`config.mk`:
```
export PLATFORM = sky130hd
export DESIGN_NAME = rgmii_rx_stim
export DESIGN_NICKNAME = d
export VERILOG_FILES = /design/src/rtl/rgmii_rx_stim.sv
export SDC_FILE = /design/constraint.sdc
export NUM_CORES = 1
export LEC_CHECK = 0
export CAP_MARGIN = 25
export CORE_MARGIN = 5
export CORE_UTILIZATION = 56
export CTS_BUF_LIST = sky130_fd_sc_hd__clkbuf_4 sky130_fd_sc_hd__clkbuf_8
export CTS_CLUSTER_SIZE = 10
export DETAILED_ROUTE_END_ITERATION = 7
export GPL_TIMING_DRIVEN = 0
export PLACE_DENSITY = 0.78
export SLEW_MARGIN = 20
export SYNTH_ARGS = -nofsm -noshare
export SYNTH_HDL_FRONTEND = slang
export SYNTH_SLANG_ARGS = --single-unit
```
`constraint.sdc`:
```
create_clock -name clk_125 -period 13.3 [get_ports clk_125]
set_input_delay 1.33 -clock clk_125 [delete_from_list [all_inputs] [get_ports clk_125]]
set_output_delay 1.33 -clock clk_125 [all_outputs]
set_load 0.05 [all_outputs]
```
`src/rtl/rgmii_rx_stim.sv`:
```
// RGMII receive-side stimulus generator.
// Converts an AXI-stream byte source into a PHY-style RGMII RX stream (preamble, SFD,
// payload, inter-frame gap) as rise/fall pairs for ODDR primitives.
// Ports:
//   clk_125, reset_n         single 125 MHz clock, asynchronous active-low reset
//   speed_sel                10 = 1000, 01 = 100, 00 = 10 Mb/s, 11 = 1000
//   s_axis_*                 byte source; s_axis_tuser forces RX_ER on that byte
//   rgmii_rxd_rise/fall      nibble per half-cycle
//   rgmii_rxctl_rise/fall    RX_DV / RX_DV ^ RX_ER
//   rgmii_rxc_rise/fall      generated rxc level per half-cycle
//   busy                     FSM not idle
//   frame_count              completed frames (wraps)
//   underrun_count           DATA slots sent without a valid input byte (wraps)
module rgmii_rx_stim #(
   parameter int unsigned PREAMBLE_BYTES = 7,
   parameter int unsigned IFG_BYTES      = 12,
   parameter int unsigned DIV_100M       = 5,
   parameter int unsigned DIV_10M        = 50
) (
   input  logic        clk_125,
   input  logic        reset_n,
   input  logic [1:0]  speed_sel,
   input  logic [7:0]  s_axis_tdata,
   input  logic        s_axis_tvalid,
   input  logic        s_axis_tlast,
   input  logic        s_axis_tuser,
   output logic        s_axis_trdy,
   output logic [3:0]  rgmii_rxd_rise,
   output logic [3:0]  rgmii_rxd_fall,
   output logic        rgmii_rxctl_rise,
   output logic        rgmii_rxctl_fall,
   output logic        rgmii_rxc_rise,
   output logic        rgmii_rxc_fall,
   output logic        busy,
   output logic [15:0] frame_count,
   output logic [15:0] underrun_count
);

   localparam int unsigned DIV_MAX = (DIV_10M > DIV_100M) ? DIV_10M : DIV_100M;
   localparam int unsigned CW      = $clog2(2 * DIV_MAX + 1);
   localparam int unsigned IDX_MAX = (PREAMBLE_BYTES > IFG_BYTES) ? PREAMBLE_BYTES : IFG_BYTES;
   localparam int unsigned IW      = $clog2(IDX_MAX + 1);

   typedef enum logic [2:0] {StIdle, StPreamble, StSfd, StData, StIfg} state_t;

   state_t        state_q, state_d;
   logic          sdr_q, sdr_d;
   logic [CW-1:0] div_q, div_d;
   logic [CW-1:0] cnt_q, cnt_d;
   logic [IW-1:0] idx_q, idx_d;
   logic [7:0]    byte_q, byte_d;
   logic          err_q, err_d;
   logic          last_q, last_d;
   logic [15:0]   frames_d, underruns_d;

   logic          slot_end, start, accept, dv, er, second_half;
   logic [7:0]    wire_byte;
   logic [3:0]    nib;
   logic [CW-1:0] phase;
   logic [3:0]    rxd_rise_d, rxd_fall_d;
   logic          rxc_rise_d, rxc_fall_d, trdy_d;

   // Index of the final cycle in a byte slot: 0 at 1000, 2*DIV-1 in SDR modes.
   function automatic logic [CW-1:0] slot_m1(input logic sdr, input logic [CW-1:0] div);
      return sdr ? ((div << 1) - CW'(1)) : '0;
   endfunction

   assign slot_end = (cnt_q == slot_m1(sdr_q, div_q));

   always_comb begin
      state_d     = state_q;
      sdr_d       = sdr_q;
      div_d       = div_q;
      idx_d       = idx_q;
      byte_d      = byte_q;
      err_d       = err_q;
      last_d      = last_q;
      frames_d    = frame_count;
      underruns_d = underrun_count;
      // The slot counter free-runs so rxc keeps toggling in IDLE and IFG.
      cnt_d       = slot_end ? '0 : cnt_q + CW'(1);
      start       = 1'b0;
      accept      = 1'b0;

      unique case (state_q)
         StIdle: begin
            if (s_axis_tvalid) start = 1'b1;
         end
         StPreamble: begin
            if (slot_end) begin
               if (idx_q == IW'(PREAMBLE_BYTES - 1)) state_d = StSfd;
               else                                  idx_d   = idx_q + IW'(1);
            end
         end
         StSfd: begin
            if (slot_end) accept = 1'b1;
         end
         StData: begin
            if (slot_end) begin
               if (last_q) begin
                  state_d  = StIfg;
                  idx_d    = '0;
                  frames_d = frame_count + 16'd1;
               end else begin
                  accept = 1'b1;
               end
            end
         end
         StIfg: begin
            if (slot_end) begin
               // A waiting frame starts straight after the gap, with no extra idle cycle.
               if (idx_q == IW'(IFG_BYTES - 1)) begin
                  if (s_axis_tvalid) start   = 1'b1;
                  else               state_d = StIdle;
               end else begin
                  idx_d = idx_q + IW'(1);
               end
            end
         end
         default: state_d = StIdle;
      endcase

      if (start) begin
         state_d = StPreamble;
         idx_d   = '0;
         cnt_d   = '0;
         unique case (speed_sel)
            2'b01:   begin sdr_d = 1'b1; div_d = CW'(DIV_100M); end
            2'b00:   begin sdr_d = 1'b1; div_d = CW'(DIV_10M);  end
            default: begin sdr_d = 1'b0; div_d = '0;            end
         endcase
      end

      if (accept) begin
         state_d = StData;
         byte_d  = s_axis_tvalid ? s_axis_tdata : 8'h00;
         err_d   = s_axis_tvalid ? s_axis_tuser : 1'b1;
         last_d  = s_axis_tvalid & s_axis_tlast;
         if (!s_axis_tvalid) underruns_d = underrun_count + 16'd1;
      end

      // Outputs are derived from the next state so they are registered with it.
      dv = (state_d == StPreamble) || (state_d == StSfd) || (state_d == StData);
      er = (state_d == StData) && err_d;
      unique case (state_d)
         StPreamble: wire_byte = 8'h55;
         StSfd:      wire_byte = 8'hD5;
         StData:     wire_byte = byte_d;
         default:    wire_byte = 8'h00;
      endcase

      second_half = (cnt_d >= div_d);
      phase       = second_half ? (cnt_d - div_d) : cnt_d;
      nib         = second_half ? wire_byte[7:4] : wire_byte[3:0];
      if (sdr_d) begin
         rxd_rise_d = nib;
         rxd_fall_d = nib;
         // rxc high for the first DIV of the 2*DIV half-cycles in each period.
         rxc_rise_d = ({phase, 1'b0} < {1'b0, div_d});
         rxc_fall_d = ({phase, 1'b1} < {1'b0, div_d});
      end else begin
         rxd_rise_d = wire_byte[3:0];
         rxd_fall_d = wire_byte[7:4];
         rxc_rise_d = 1'b1;
         rxc_fall_d = 1'b0;
      end

      trdy_d = ((state_d == StSfd) || ((state_d == StData) && !last_d)) &&
               (cnt_d == slot_m1(sdr_d, div_d));
   end

   always_ff @(posedge clk_125 or negedge reset_n) begin
      if (!reset_n) begin
         state_q          <= StIdle;
         sdr_q            <= 1'b0;
         div_q            <= '0;
         cnt_q            <= '0;
         idx_q            <= '0;
         byte_q           <= 8'h00;
         err_q            <= 1'b0;
         last_q           <= 1'b0;
         frame_count      <= 16'd0;
         underrun_count   <= 16'd0;
         s_axis_trdy      <= 1'b0;
         rgmii_rxd_rise   <= 4'h0;
         rgmii_rxd_fall   <= 4'h0;
         rgmii_rxctl_rise <= 1'b0;
         rgmii_rxctl_fall <= 1'b0;
         rgmii_rxc_rise   <= 1'b1;
         rgmii_rxc_fall   <= 1'b0;
         busy             <= 1'b0;
      end else begin
         state_q          <= state_d;
         sdr_q            <= sdr_d;
         div_q            <= div_d;
         cnt_q            <= cnt_d;
         idx_q            <= idx_d;
         byte_q           <= byte_d;
         err_q            <= err_d;
         last_q           <= last_d;
         frame_count      <= frames_d;
         underrun_count   <= underruns_d;
         s_axis_trdy      <= trdy_d;
         rgmii_rxd_rise   <= rxd_rise_d;
         rgmii_rxd_fall   <= rxd_fall_d;
         rgmii_rxctl_rise <= dv;
         rgmii_rxctl_fall <= dv ^ er;
         rgmii_rxc_rise   <= rxc_rise_d;
         rgmii_rxc_fall   <= rxc_fall_d;
         busy             <= (state_d != StIdle);
      end
   end

endmodule

```
==> flow_metrics.env, run 1 <==
export IMPL_cts_made_buffers=9
export IMPL_worstPathRequired_ps=13530
export IMPL_drc=0
export IMPL_layout_drive_gt1_share_pct=8.47
export IMPL_setup_viol_count_final=0
export IMPL_holdCritStartpoint="byte_q[7]"
export IMPL_initial_utilization_pct=58.2
export IMPL_post_route_util_pct=70.5
export IMPL_synth_seq_cells=78
export IMPL_postCtsHoldBufs=0
export IMPL_cts_resized=0
export IMPL_drt_iter0_drc=125
export IMPL_synth_top_area_share_pct=42.4
export IMPL_tightest_slew_ps=599
export IMPL_cts_sinks=78
export IMPL_ys_warnings_count=0
export IMPL_synth_edf_count=0
export IMPL_crit_arrival_ps=6270
export IMPL_layout_cells_non_filler=657
export IMPL_pwr_share_clk_pct=43.7
export IMPL_final_antenna_net_count=0
export IMPL_swShare_pct=21.6
export IMPL_async_flop_share_pct=100
export IMPL_first_global_vias=3649
export IMPL_core_area_um2=7810
export IMPL_maxClockFrequency_ghz=0.165
export IMPL_hold_path_class="flip-flop to flip-flop"
export IMPL_seqCellArea_um2=1950
export IMPL_crit_path_end_kind="flip-flop"
export IMPL_hold_path_cell_count=2
export IMPL_p_int_uw=347
export IMPL_syn_nets=512
export IMPL_switchingPower_uw=95.7
export IMPL_cts_setup_buffers=0
export IMPL_die_w_um=100
export IMPL_insertion_delay_ps=350
export IMPL_viasPerCell=5.58
export IMPL_port_buffers=60
export IMPL_seqPwrFrac_pct=53.6
export IMPL_crit_type="input port to flip-flop"
export IMPL_cts_clk_slew_worst_paths_ps=80
export IMPL_rr_endpoint="rgmii_rxc_fall"
export IMPL_vias=3663
export IMPL_synth_common_cells="77 x dfrtp_1, 62 x nand2_1, 44 x xnor2_1"
export IMPL_multi_input_area_um2=2400
export IMPL_cts_tree="done"
export IMPL_comb_power_share_pct=2.7
export IMPL_htree_levels=3
export IMPL_post_route_min_period_ps=6040
export IMPL_syn_cell_area_um2=4540
export IMPL_io_pins=61
export IMPL_nets=584
export IMPL_rr_worst_depth=24
export IMPL_hold_end="byte_q[7]"
export IMPL_dp_cells=642
export IMPL_antenna_found_initial=0
export IMPL_drt_wl_total_um=10400
export IMPL_grt_max_degree=56
export IMPL_n_fill_cell=634
export IMPL_grt_overflow=0
export IMPL_tns_ps=0
export IMPL_synth_ff_type="dfrtp_1"
export IMPL_rsz0062_at_grt="no"
export IMPL_gp_congestion=0.903
export IMPL_rrSetupSlack_ps=7560
export IMPL_cts_max_path_buffers=2
export IMPL_synth_top_cell_by_area="dfrtp_1"
export IMPL_area_growth_pct=21.2
export IMPL_syn_inst=479
export IMPL_syn_avg_cell_area_um2=9.48
export IMPL_slew_violations=0
export IMPL_ir_worst_vdd_uv=54.6
export IMPL_max_slew_margin_pct=59.7
export IMPL_ys_seq_area_share_pct=43.0
export IMPL_dr_pass1_iters=4
export IMPL_fin_skew_ps=12.7
export IMPL_hold_violations=0
export IMPL_critPathLaunchType="input port"
export IMPL_ys_types=67
export IMPL_dieHeight_um=100
export IMPL_drv_cap=0
export IMPL_hold_ws_ps=479
export IMPL_period_share_pct=45.4
export IMPL_reg2reg_from="div_q[0]"
export IMPL_n_antenna_cell=0
export IMPL_die_area_um2=10000
export IMPL_synthTopCellsByArea="dfrtp_1 42%, xnor2_1 8.5%, nand2_1 5.1%"
export IMPL_row_count=32
export IMPL_dp_hpwl_um=7880
export IMPL_wl_per_cell_um=15.8
export IMPL_status="finished clean"
export IMPL_gr_usage_all_layers_pct=21.7
export IMPL_p_per_area_nw_per_um2=80.4
export IMPL_synth_most_common_cell="dfrtp_1"
export IMPL_worstPathMaxFanout=10
export IMPL_cts_root_buffer_cell="clkbuf_8"
export IMPL_grt_pass1_wl_um=17400
export IMPL_power_leakage_uw=0.00248
## layout make-up
cell class / instances / share of cell area (%)
buffer: 16 / 1.55
multi-input combinational: 357 / 43.6
timing repair buffer: 61 / 11.4
clock inverter: 6 / 1.57
inverter: 28 / 1.91
tap: 102 / 2.32
sequential: 78 / 35.5
clock buffer: 9 / 2.25
## worst max-delay path, stage by stage
cell	delay [ps]
clkdlybuf4s50_1	540
nand2_1	100
nor2_1	220
o2111ai_2	210
nand2_2	170
buf_4	200
mux2i_1	470
inv_1	120
ha_1	310
o21a_1	170
o221ai_1	250
a211o_1	280
buf_6	170
mux2_2	340
ha_1	280
nor2b_1	110
o21ai_0	80
a21oi_1	330
nand3_1	110
and3_1	200
o211ai_1	190
nor4_2	70
## power by group through the flow
stage	registers (uW)	clock network, uW	logic (uW)
2_1_floorplan	243	0	1.01
3_5_place_dp	242	0	12.3
4_1_cts	237	196	12.3
5_1_grt	237	209	13.4
3_3_place_gp	242	0	11.2
6_report	237	193	11.8
## logic make-up after synthesis
logic type      Yosys count  share of synthesized area [%]
simple gates            186                           20.7
compound gates           85                           13.4
flops                    78                           43.0
xor+xnor                 57                           11.0
buf+inv                  44                           4.19
fa+ha+maj                18                           5.13
mux                      11                           2.56
## flip-flops by register name (all words and copies together), names as in the netlist, 3 cells and up
| signal | count |
|---|---|
| rgmii_rxd_fall | 4 |
| rgmii_rxd_rise | 4 |
| idx_q | 4 |
| state_q | 3 |
| byte_q | 8 |
| cnt_q | 7 |
| div_q | 7 |
| frame_count | 16 |
| underrun_count | 16 |
## metal layers
| layer | wire length, um | global-route usage [%] |
|---|---|---|
| met2 | 5260 | 37.7 |
| met4 | 162 | 6.32 |
| met5 | 0 | 0 |
| met1 | 4580 | 27.3 |
| met3 | 410 | 4.73 |
## stage by stage
step | worst slack, ps | power [uW] | instance area, um^2
floorplan | 8150 | 244 | 4540
global placement | 6840 | 253 | 5270
detailed placement | 6870 | 254 | 5290
CTS | 7270 | 446 | 5500
global route | 6990 | 460 | 5500
finish | 7260 | 443 | 5500
## cells in the final DEF (no fill, tap or decap), drive strengths merged, types with 2 or more instances in the layout
cell type	netlist	layout
nor2b	9	9
and3	7	7
and2	2	2
dfrtp	77	77
mux2	2	2
o2111ai	4	4
a2111o	2	2
nand4	10	10
nand3	33	33
o211ai	3	3
mux2i	9	9
nor4	5	5
a211oi	4	4
xnor2	44	44
a21o	2	2
o221ai	2	2
a221oi	4	4
clkdlybuf4s50	0	59
inv	28	29
or3	4	4
clkinv	0	2
xor2	13	13
buf	8	10
and4	2	2
clkbuf	8	17
nand2	63	63
a41oi	3	3
bufinv	0	2
o21a	3	3
a21oi	29	29
o211a	2	2
nor2	38	38
ha	17	17
o21ai	15	15
nand2b	4	4
a211o	5	5
or2	3	3
## worst max-delay path by stage
stage	to	startpoint	slack, ps	depth (start not counted)
5_1_grt	rgmii_rxc_fall	s_axis_tvalid	6990	22
6_report	rgmii_rxc_fall	s_axis_tvalid	7260	22
4_1_cts	rgmii_rxc_fall	s_axis_tvalid	7270	22
3_5_place_dp	rgmii_rxc_fall	s_axis_tvalid	6870	22
3_3_place_gp	rgmii_rxc_fall	s_axis_tvalid	6840	22
2_1_floorplan	rgmii_rxc_fall	s_axis_tvalid	8150	21
No activity file was read; power rests on OpenSTA's default activity.
==> inputs of run 2 (changes only) <==
CORE_UTILIZATION = 52   (was 56)
PLACE_DENSITY = 0.76   (was 0.78)
clock period = 5.5 ns   (was 13.3 ns; I/O delays follow)
==> run 2 against run 1 <==
Sequential share of layout area is 0.73 points lower. Core utilization down 5.4 points. Critical path type is now flip-flop to flip-flop. Worst hold slack lost 320 ps. Global-route usage down 1.2 points. Highest routed layer unchanged.
==> flow_metrics.env, run 2 (synthesized netlist as in run 1, its figures left out) <==
export IMPL_hold_path_class="input port to async pin"
export IMPL_slew_violations=0
export IMPL_dp_slack_ps=-356
export IMPL_gr_usage_all_layers_pct=20.5
export IMPL_insertion_delay_ps=360
export IMPL_n_antenna_cell=0
export IMPL_viasPerCell=5.57
export IMPL_drt_iter0_drc=168
export IMPL_htree_levels=3
export IMPL_layout_cells_non_filler=670
export IMPL_ir_worst_vdd_uv=154
export IMPL_row_count=34
export IMPL_p_per_area_nw_per_um2=196
export IMPL_postCtsHoldBufs=0
export IMPL_first_global_vias=3751
export IMPL_nets=590
export IMPL_status="finished clean"
export IMPL_core_area_um2=8640
export IMPL_cts_made_buffers=9
export IMPL_hold_ws_ps=156
export IMPL_final_common_cell="dfrtp_1"
export IMPL_layout_drive_gt1_share_pct=11.2
export IMPL_worstPathRequired_ps=5750
export IMPL_wl_per_cell_um=15.6
export IMPL_critPathLaunchType="flip-flop"
export IMPL_dp_hpwl_um=7790
export IMPL_cts_tree="done"
export IMPL_place_area_um2=5290
export IMPL_drt_wl_total_um=10500
export IMPL_antenna_found_initial=0
export IMPL_fin_skew_ps=12.9
export IMPL_io_pins=61
export IMPL_maxClockFrequency_ghz=0.193
export IMPL_reg2reg_from="div_q[1]"
export IMPL_worstPathMaxFanout=10
export IMPL_crit_type="flip-flop to flip-flop"
export IMPL_design_area_um2=5620
export IMPL_dp_cells=648
export IMPL_n_fill_cell=709
export IMPL_grt_max_degree=41
export IMPL_grt_overflow=0
export IMPL_cts_clk_slew_worst_paths_ps=90
export IMPL_final_cell_mix="76 x dfrtp_1, 62 x nand2_1, 59 x clkdlybuf4s50_1"
export IMPL_die_w_um=103
export IMPL_period_share_pct=94.1
export IMPL_max_slew_margin_pct=56.9
export IMPL_post_route_min_period_ps=5170
export IMPL_tightest_slew_ps=639
export IMPL_gp_congestion=0.861
export IMPL_grt_pass1_wl_um=17300
export IMPL_cts_max_path_buffers=2
export IMPL_layout_setup_ws_ps=327
export IMPL_dieHeight_um=103
export IMPL_power_leakage_uw=0.00252
export IMPL_drv_cap=0
export IMPL_initial_utilization_pct=52.6
export IMPL_area_growth_pct=23.8
export IMPL_die_area_um2=10700
export IMPL_crit_arrival_ps=5420
export IMPL_largestRegisters="frame_count: 16 flops, underrun_count: 16 flops, byte_q: 8 flops"
export IMPL_crit_start="div_q[1]"
export IMPL_setup_viol_count_final=0
export IMPL_cts_root_buffer_cell="clkbuf_8"
export IMPL_cts_sinks=78
export IMPL_drc=0
export IMPL_hold_violations=0
export IMPL_crit_path_end_kind="flip-flop"
export IMPL_port_buffers=60
export IMPL_total_power_uw=1100
export IMPL_dr_pass1_iters=4
export IMPL_vias=3730
export IMPL_final_antenna_net_count=0
run 2: cell type report:
| cell class | count | area [um^2] | area share, % |
|---|---|---|---|
| repair buffers | 68 | 671 | 11.9 |
| flip-flops and latches | 78 | 1950 | 34.8 |
| plain buffers | 15 | 81.3 | 1.45 |
| clock buffers | 9 | 124 | 2.20 |
| clock inverters | 7 | 105 | 1.87 |
| multi-input cells | 357 | 2450 | 43.5 |
| inverters | 28 | 105 | 1.87 |
| well taps | 108 | 135 | 2.40 |
run 2: per-stage QoR:
step,TNS [ps],utilization [%]
after floorplan,0,-
after global placement,-209,61.1
after detailed placement,-356,61.3
after CTS,0,64.3
after global routing,-51.4,65.1
final,0,65.1
run 2: worst max-delay path, stage by stage (launching register included):
cell and delay [ps]:
dfrtp_1 480, inv_1 90, ha_1 170, nor3b_2 200
mux2i_1 310, xnor2_2 180, o2111ai_2 190, nand2_2 150
buf_4 210, mux2i_4 290, inv_1 80, ha_1 290
o21a_1 190, o221ai_2 220, a211o_1 200, buf_6 140
mux2_2 350, ha_1 290, nor2b_1 120, o21ai_0 100
a21oi_2 230, nand3_1 100, and3_1 200, o211ai_1 190
nor4_2 70
run 2: where the power goes:
group	switching [uW]	internal [uW]
sequential	0.595	573
clock	235	263
combinational	16.9	11.7
total	252	848
run 2: path summary, 6_finish.rpt:
| kind | end | slack (ps) | depth (start not counted) |
|---|---|---|---|
| min in group clk_125 | underrun_count[15] | 480 | 1 |
| worst max-delay path | rgmii_rxc_fall | 330 | 24 |
| worst max register to register | rgmii_rxc_fall | 330 | 24 |
| worst min-delay path | underrun_count[7] | 160 | 1 |
| max in group asynchronous | frame_count[13] | 4760 | 2 |
| worst min register to register | underrun_count[15] | 480 | 1 |
run 2: metal layers:
metal / global-route usage (%) / part of all wire [%] / up-vias
li1: - / - / 1829
met1: 26.2 / 44 / 1799
met2: 34.1 / 49 / 86
met3: 4.69 / 5.0 / 16
met4: 7.17 / 1.6 / 0
met5: 0 / 0 / -
run 2: what timing repair did:
action / CTS / global route
setup endpoints to repair: 2 / 2
setup buffers: 1 / 6
resized for setup: 5 / 5
pin swaps: 1 / 5
